**src/rtl/wb_stage.sv**
```systemverilog
// Write-back stage: holds one instruction from MEM, aligns load data and
// drives the register-file write port, forwarding view, debug trace and retire count.
module wb_stage (
  input  logic        clk,
  input  logic        resetn,
  input  logic        ms_to_ws_valid,
  output logic        ws_allowin,
  input  logic [31:0] ms_pc,
  input  logic        ms_gr_we,
  input  logic [4:0]  ms_dest,
  input  logic [2:0]  ms_load_op,
  input  logic [31:0] ms_result,
  input  logic [31:0] ms_mem_rdata,
  input  logic        ws_flush,
  input  logic        ws_stall,
  output logic [3:0]  rf_we,
  output logic [4:0]  rf_waddr,
  output logic [31:0] rf_wdata,
  output logic        ws_fwd_valid,
  output logic [4:0]  ws_fwd_dest,
  output logic [31:0] ws_fwd_data,
  output logic [31:0] debug_wb_pc,
  output logic [3:0]  debug_wb_rf_wen,
  output logic [4:0]  debug_wb_rf_wnum,
  output logic [31:0] debug_wb_rf_wdata,
  output logic [31:0] ws_instret
);

  localparam int unsigned XLEN = 32;
  localparam int unsigned RW   = 5;
  localparam int unsigned OPW  = 3;

  localparam logic [OPW-1:0] OP_ALU = 3'd0;
  localparam logic [OPW-1:0] OP_LB  = 3'd1;
  localparam logic [OPW-1:0] OP_LBU = 3'd2;
  localparam logic [OPW-1:0] OP_LH  = 3'd3;
  localparam logic [OPW-1:0] OP_LHU = 3'd4;
  localparam logic [OPW-1:0] OP_LW  = 3'd5;
  localparam logic [OPW-1:0] OP_LWL = 3'd6;
  localparam logic [OPW-1:0] OP_LWR = 3'd7;

  logic            ws_valid_q,   ws_valid_d;
  logic [XLEN-1:0] ws_pc_q,      ws_pc_d;
  logic            ws_gr_we_q,   ws_gr_we_d;
  logic [RW-1:0]   ws_dest_q,    ws_dest_d;
  logic [OPW-1:0]  ws_load_op_q, ws_load_op_d;
  logic [XLEN-1:0] ws_result_q,  ws_result_d;
  logic [XLEN-1:0] ws_rdata_q,   ws_rdata_d;
  logic [XLEN-1:0] ws_instret_q, ws_instret_d;

  logic            ws_ready_go;
  logic            allowin_c;
  logic            retire_c;
  logic            writer_c;
  logic [1:0]      addr_lo;
  logic [7:0]      byte_c;
  logic [15:0]     half_c;
  logic [3:0]      we_c;
  logic [XLEN-1:0] wdata_c;

  // Handshake and next-state for the single WS slot
  always_comb begin
    ws_valid_d   = ws_valid_q;
    ws_pc_d      = ws_pc_q;
    ws_gr_we_d   = ws_gr_we_q;
    ws_dest_d    = ws_dest_q;
    ws_load_op_d = ws_load_op_q;
    ws_result_d  = ws_result_q;
    ws_rdata_d   = ws_rdata_q;

    ws_ready_go  = !ws_stall;
    allowin_c    = !ws_valid_q || ws_ready_go;
    retire_c     = ws_valid_q && ws_ready_go;
    ws_instret_d = ws_instret_q + XLEN'(retire_c);

    if (allowin_c) begin
      ws_valid_d = ms_to_ws_valid && !ws_flush;
    end
    if (allowin_c && ms_to_ws_valid) begin
      ws_pc_d      = ms_pc;
      ws_gr_we_d   = ms_gr_we;
      ws_dest_d    = ms_dest;
      ws_load_op_d = ms_load_op;
      ws_result_d  = ms_result;
      ws_rdata_d   = ms_mem_rdata;
    end
  end

  // Load alignment; LWL/LWR merge into the old register via byte enables only
  always_comb begin
    addr_lo = ws_result_q[1:0];
    byte_c  = 8'(ws_rdata_q >> {addr_lo, 3'b000});
    half_c  = addr_lo[1] ? ws_rdata_q[31:16] : ws_rdata_q[15:0];
    we_c    = 4'b1111;
    wdata_c = ws_result_q;
    case (ws_load_op_q)
      OP_ALU: wdata_c = ws_result_q;
      OP_LB:  wdata_c = {{24{byte_c[7]}}, byte_c};
      OP_LBU: wdata_c = {24'd0, byte_c};
      OP_LH:  wdata_c = {{16{half_c[15]}}, half_c};
      OP_LHU: wdata_c = {16'd0, half_c};
      OP_LW:  wdata_c = ws_rdata_q;
      OP_LWL: begin
        wdata_c = ws_rdata_q << {2'(2'd3 - addr_lo), 3'b000};
        we_c    = 4'b1111 << (2'd3 - addr_lo);
      end
      OP_LWR: begin
        wdata_c = ws_rdata_q >> {addr_lo, 3'b000};
        we_c    = 4'b1111 >> addr_lo;
      end
      default: wdata_c = ws_result_q;
    endcase
  end

  always_ff @(posedge clk) begin
    if (!resetn) begin
      ws_valid_q   <= 1'b0;
      ws_pc_q      <= '0;
      ws_gr_we_q   <= 1'b0;
      ws_dest_q    <= '0;
      ws_load_op_q <= '0;
      ws_result_q  <= '0;
      ws_rdata_q   <= '0;
      ws_instret_q <= '0;
    end else begin
      ws_valid_q   <= ws_valid_d;
      ws_pc_q      <= ws_pc_d;
      ws_gr_we_q   <= ws_gr_we_d;
      ws_dest_q    <= ws_dest_d;
      ws_load_op_q <= ws_load_op_d;
      ws_result_q  <= ws_result_d;
      ws_rdata_q   <= ws_rdata_d;
      ws_instret_q <= ws_instret_d;
    end
  end

  assign writer_c          = ws_valid_q && ws_gr_we_q && (ws_dest_q != '0);
  assign ws_allowin        = allowin_c;
  assign rf_we             = (writer_c && retire_c) ? we_c : 4'b0000;
  assign rf_waddr          = ws_dest_q;
  assign rf_wdata          = wdata_c;
  assign ws_fwd_valid      = writer_c;
  assign ws_fwd_dest       = ws_dest_q;
  assign ws_fwd_data       = wdata_c;
  assign debug_wb_pc       = ws_pc_q;
  assign debug_wb_rf_wen   = rf_we;
  assign debug_wb_rf_wnum  = ws_dest_q;
  assign debug_wb_rf_wdata = wdata_c;
  assign ws_instret        = ws_instret_q;

endmodule

```
**config.mk**
```make
export PLATFORM = sky130hd
export DESIGN_NAME = wb_stage
export DESIGN_NICKNAME = d
export VERILOG_FILES = /design/src/rtl/wb_stage.sv
export SDC_FILE = /design/constraint.sdc
export NUM_CORES = 1
export LEC_CHECK = 0
export BUFFER_PORTS_ARGS = -buffer_cell sky130_fd_sc_hd__buf_2
export CAP_MARGIN = 10
export CORE_UTILIZATION = 45
export CTS_CLUSTER_DIAMETER = 120
export DETAILED_ROUTE_END_ITERATION = 6
export PLACE_DENSITY = 0.79
export SLEW_MARGIN = 20
export SYNTH_ARGS = -nofsm -noshare
export SYNTH_HDL_FRONTEND = slang
export SYNTH_SLANG_ARGS = --single-unit
```
**constraint.sdc**
```tcl
create_clock -name clk -period 1.9 [get_ports clk]
set_clock_uncertainty 0.15 [all_clocks]
set_input_delay 0 -clock clk [delete_from_list [all_inputs] [get_ports clk]]
set_output_delay 0 -clock clk [all_outputs]
set_load 0.02 [all_outputs]
```
Word-level counts from Yosys, hierarchy flattened
Index checks and enable logic that the tools add are counted.
Storage, ports and cells
  register bits after elaboration: 138
  bits in latches: 0
  RAM bits: 0
  ROM bits: 0
  input bits: 110
  output and inout port bits: 185
  logic and storage cells: 37
  memories kept: 0
Operators by class
  $add $sub $neg: 2
  multiply operators: 0
  divide/modulo/power cells: 0
  magnitude comparators: 0
  equal/unequal tests: 7
  shift-type cells: 4
  mux-type cells: 4
  bitwise logic cells: 0
  reduce and logical (&&, ||, !) cells: 12
Operators by type and width (count)
  $pmux 32 s8: 1
  $add 32x1->32: 1
  $shl 32x5->32: 1
  $shr 32x5->32: 1
  $mux 16: 1
  $eq 3x3->1 const B: 4
  $pmux 4 s2: 1
  $eq 3x2->1 const B: 2
  $logic_and 1x1->1: 6
  $reduce_bool 5->1: 1
  $mux 4: 1
  $shl 4x2->4 const A: 1
  $shr 4x2->4 const A: 1
  $eq 3x1->1 const B: 1
  $logic_not 1->1: 3
  $logic_not 3->1: 1
  $sub 2x2->2 const A: 1
  $logic_or 1x1->1: 1

Logic depth before layout (Yosys ltp)
  depth after elaboration: 4
  depth in mapped cells: 10

Worst setup path before layout
OpenSTA, ideal clock, no wires.
  kind: flip-flop to output port
  start: register ws_result_q[1]
  end: output rf_wdata[6]
  arrival time: 2368 ps
  data required time: 1750 ps
  slack: -618 ps
  stages on the path, launching flop included: 8
  path through: dfxtp_1 buf_6 buf_6 o21ai_0 a22o_1 a22oi_1 o311ai_0 buf_4
Between the ends
  longest elaborated chain between the ends: 3
  elaborated cells between the ends (all ways): 5
  classes of those cells: 1 x add/sub; 2 x shift; 2 x mux
RTL lines
  start: declaration: RTL line 47  | logic [XLEN-1:0] ws_result_q, ws_result_d;
  start signal: assignment: RTL line 131  | ws_result_q <= ws_result_d;
  $sub 2x2->2: RTL line 104  | wdata_c = ws_rdata_q << {2'(2'd3 - addr_lo), 3'b000};
  $shl 32x5->32: RTL line 104
  $pmux 32 s8 (*): RTL line 96  | case (ws_load_op_q)
  end: declaration: RTL line 18  | output logic [31:0] rf_wdata,
Every way passes the cells marked *; elsewhere a longest branch is shown, timed or not.

Final worst setup path
  start: register ws_result_q[1]
  end: output rf_wdata[22]
The elaborated chain is that of the path after synthesis.

==> metrics.txt <==
run status=complete, but fails checks; violations in the final reports=DRC, setup timing; average wire length per cell after detail routing=19.7 um; Top cell by count, worst path=sky130_fd_sc_hd__buf_4; # setup viols final=about 110; DR vias/cell=5.64; post-layout net count=1,514; CTS sink cnt=138; arrival time at the worst endpoint=2.46 ns; DP Wirelength=19,100 um; Max Root-Sink Buffers=2; post-route standard cell area excluding fillers=12,900 sq um; grt total ovfl=0; cell family with most CP delay=buffers and inverters; Power, Total=between 9 and 10 mW; worst slew margin relative to its limit=between 40 and 50%; Leakage Power=5.62 nW; Worst Slack Setup Final=-0.709 ns; minimum period implied by the final worst setup slack=between 2 and 3 ns; TritonCTS clock tree=done; vertical extent of the die=133 um; average footprint of a synthesized cell=about 8 sq um; period utilisation layout=137%; starting DRC count in detailed routing=1,060; fraction of registers with async set or reset after synthesis=0%; I/O pins=295; placeable core area=16,600 sq um; aggregate negative setup slack=-53.91 ns; fraction of the yosys area taken by sequential cells=35.9%; flip-flop and latch count after synthesis=~140; number of library cell types mapped by synthesis=55; Num CTS Buffers=17; area used by sequential logic in the layout=2780 sq um; slowest library cell on the worst path=sky130_fd_sc_hd__a222oi_1; gate count of the mapped netlist=around 970; vias in the first global route=about 9,000; type of the worst setup path=flop to primary output; Post-DP Area=9770 sq um; aggregate global-route resource usage=34.3%; nature of the critical path startpoint=flop; CP Max Fanout=6; cell-by-cell trace of the critical path=buf_4 > buf_16 > buf_4 > nor4_4 > buf_4 > buf_4 > a222oi_1 > a21oi_4 > buf_6; fraction of final layout cells sized beyond drive strength 1=43.1%; std cell rows=47; slew at the pin with the worst max-slew slack=0.796 ns; dominant cells by area after synthesis=sky130_fd_sc_hd__dfxtp_1 36%, sky130_fd_sc_hd__nand2_1 12%, sky130_fd_sc_hd__a21boi_0 11%, sky130_fd_sc_hd__buf_4 8.2%, sky130_fd_sc_hd__and2_1 2.8%; total count of hold-check failures in the final report=0; Synth Warn #=0; cell at the root of the clock tree=sky130_fd_sc_hd__clkbuf_16; drt pass-1 iters=7; initial antenna violation count=0; total number of vias=a little over 9,000; Multi-input gate area=4770 sq um; number of max-cap violations=0; slowest cell delay on critical path=0.62 ns; kind of end point of the critical path=primary output; required time reported for the critical path endpoint=1.75 ns; H-tree depth=4; number of nets still failing antenna checks after routing=0; post-layout utilization of the core=77.4%; area enclosed by the die boundary=17,600 sq um; antenna cells=0; count of input and output buffers=294; gpl congestion=0.965; global-route wire length before repair=47,800 um; pin count of the biggest net entering global routing=77; power density cells=743 nW/um^2; Clk Latency, worst-skew pair=between 0.4 and 0.5 ns; final WL=32,200 um; Max Slew Vio Count=0; RSZ-0062 raised after global routing=yes; most instantiated flip-flop cell in the synthesis netlist=sky130_fd_sc_hd__dfxtp_1; synthesized net count=around 1,100; initial core utilization=46.3%; Post-Syn Area=slightly below 8000 sq um; number of filler instances in the final layout=970; Peak Freq=383 MHz; number of synthesized flops with an enable pin=0; maximum vdd drop=around 0.75 mV; largest area contributor in the netlist=sky130_fd_sc_hd__dfxtp_1; post-detailed-route DRC marker count=1; worst min path class=input port to flop; total buffers and inverters traversed by the critical path=6; CTS clk-pin slew, worst paths=0.06 ns; area overhead of the layout relative to synthesis=67.4%; area share of the leading cell type in the synthesized netlist=a little over a third; x dimension of the die=133 um
[report_power, final]
part	internal, mW	switching, mW	total [mW]
Combinational	1.38	1.60	2.98
Clock	1.99	1.47	3.46
Sequential	3.03	0.109	3.13
Total	6.39	3.18	9.57
[cell type report]
| type | instances | area share, % |
|---|---|---|
| Multi-Input combinational cell | 685 | 37.0 |
| Timing Repair Buffer | 552 | 34.4 |
| Sequential cell | 138 | 21.6 |
| Clock buffer | 17 | 3.30 |
| Tap cell | 220 | 2.14 |
| Clock inverter | 15 | 1.36 |
| Inverter | 7 | 0.204 |
[flip-flops by register name (all words and copies together) (netlist names)]
register          flops
ws_result_q          32
ws_gr_we_q            1
ws_instret           32
debug_wb_pc          32
debug_wb_rf_wnum      5
ws_load_op_q          3
ws_valid_q            1
ws_rdata_q           32
[metrics by stage]
step | hold WS [ns] | cells | setup slack (ns)
2_1_floorplan | -0.00508 | 974 | -0.161
3_3_place_gp | 0.0984 | 1458 | -0.341
3_5_place_dp | 0.106 | 1458 | -0.313
4_1_cts | 0.00812 | 1623 | -0.606
5_1_grt | 0.0691 | 1634 | -0.747
6_report | 0.0637 | 1634 | -0.709
[routing by layer]
layer / share of wire, % / GRT usage [%] / vias to the layer above / routed length, um
li1: - / - / 4112 / -
met1: 37 / 39.5 / 4287 / 12000
met2: 47 / 58.0 / 625 / 15300
met3: 8.8 / 8.12 / 190 / 2840
met4: 6.5 / 19.7 / 0 / 2100
met5: 0 / 0 / - / 0
[cell families (layout without fill, tap and decap cells)]
| logic type | after synthesis | after routing | synth area share (%) |
|---|---|---|---|
| buffers and inverters | 151 | 591 | 12.2 |
| and+or+nand+nor | 402 | 402 | 22.9 |
| xor gates and xnor gates | 29 | 29 | 3.30 |
| muxes | 22 | 22 | 3.72 |
| adders and majority gates | 3 | 3 | 0.488 |
| DFF | 138 | 138 | 35.9 |
| AOI/OAI and AO/OA | 229 | 229 | 21.5 |
[cells in the final DEF (no fill, tap or decap), drive strengths merged, types with 17 or more instances in the layout]
cell,netlist,final
a22oi,18,18
nand2,246,246
and2,34,34
nand3,18,18
inv,7,17
clkbuf,30,18
xnor2,22,22
nor2,54,54
buf,114,442
dlygate4sd3,0,109
a21boi,108,108
a21oi,39,39
dfxtp,138,138
[repair_timing]
item	4_1_cts	5_1_grt
setup buffers	24	11
endpoints found under the hold margin	108	0
hold buffers	109	0
gates cloned	2	1
pin swaps	65	33
gates resized for setup	270	54
setup endpoints to repair	115	130
[synthesized netlist by cell type, drive strengths merged (5+ instances only)]
library cell / instances
a21boi: 108
a21oi: 39
a222oi: 14
a22o: 9
a22oi: 18
a31oi: 13
and2: 34
and3: 5
buf: 114
clkbuf: 30
dfxtp: 138
inv: 7
mux2: 11
mux2i: 8
nand2: 246
nand3: 18
nand4: 14
nor2: 54
nor2b: 8
nor3: 8
o21ai: 9
o22ai: 5
or3: 5
xnor2: 22
xor2: 7
[worst reg2reg max path: stages, from the launching register on]
cell and delay (ns):
sky130_fd_sc_hd__dfxtp_2 0.34, sky130_fd_sc_hd__inv_2 0.05, sky130_fd_sc_hd__nor2_4 0.11, sky130_fd_sc_hd__ha_4 0.16, sky130_fd_sc_hd__ha_4 0.15, sky130_fd_sc_hd__nand2_4 0.07, sky130_fd_sc_hd__nor2_4 0.13, sky130_fd_sc_hd__buf_2 0.19
sky130_fd_sc_hd__nand3_1 0.14, sky130_fd_sc_hd__xnor2_1 0.17, sky130_fd_sc_hd__and2_1 0.17
[worst paths after layout]
path,start,to,depth (start not counted),slack (ns)
max,ws_result_q[1],rf_wdata[22],9,-0.71
min,ms_to_ws_valid,ws_result_q[0],4,0.06
max reg2reg,ws_valid_q,ws_instret[16],10,-0.03
min reg2reg,debug_wb_pc[17],debug_wb_pc[17],2,0.31
(Power assumes the default switching activity.)
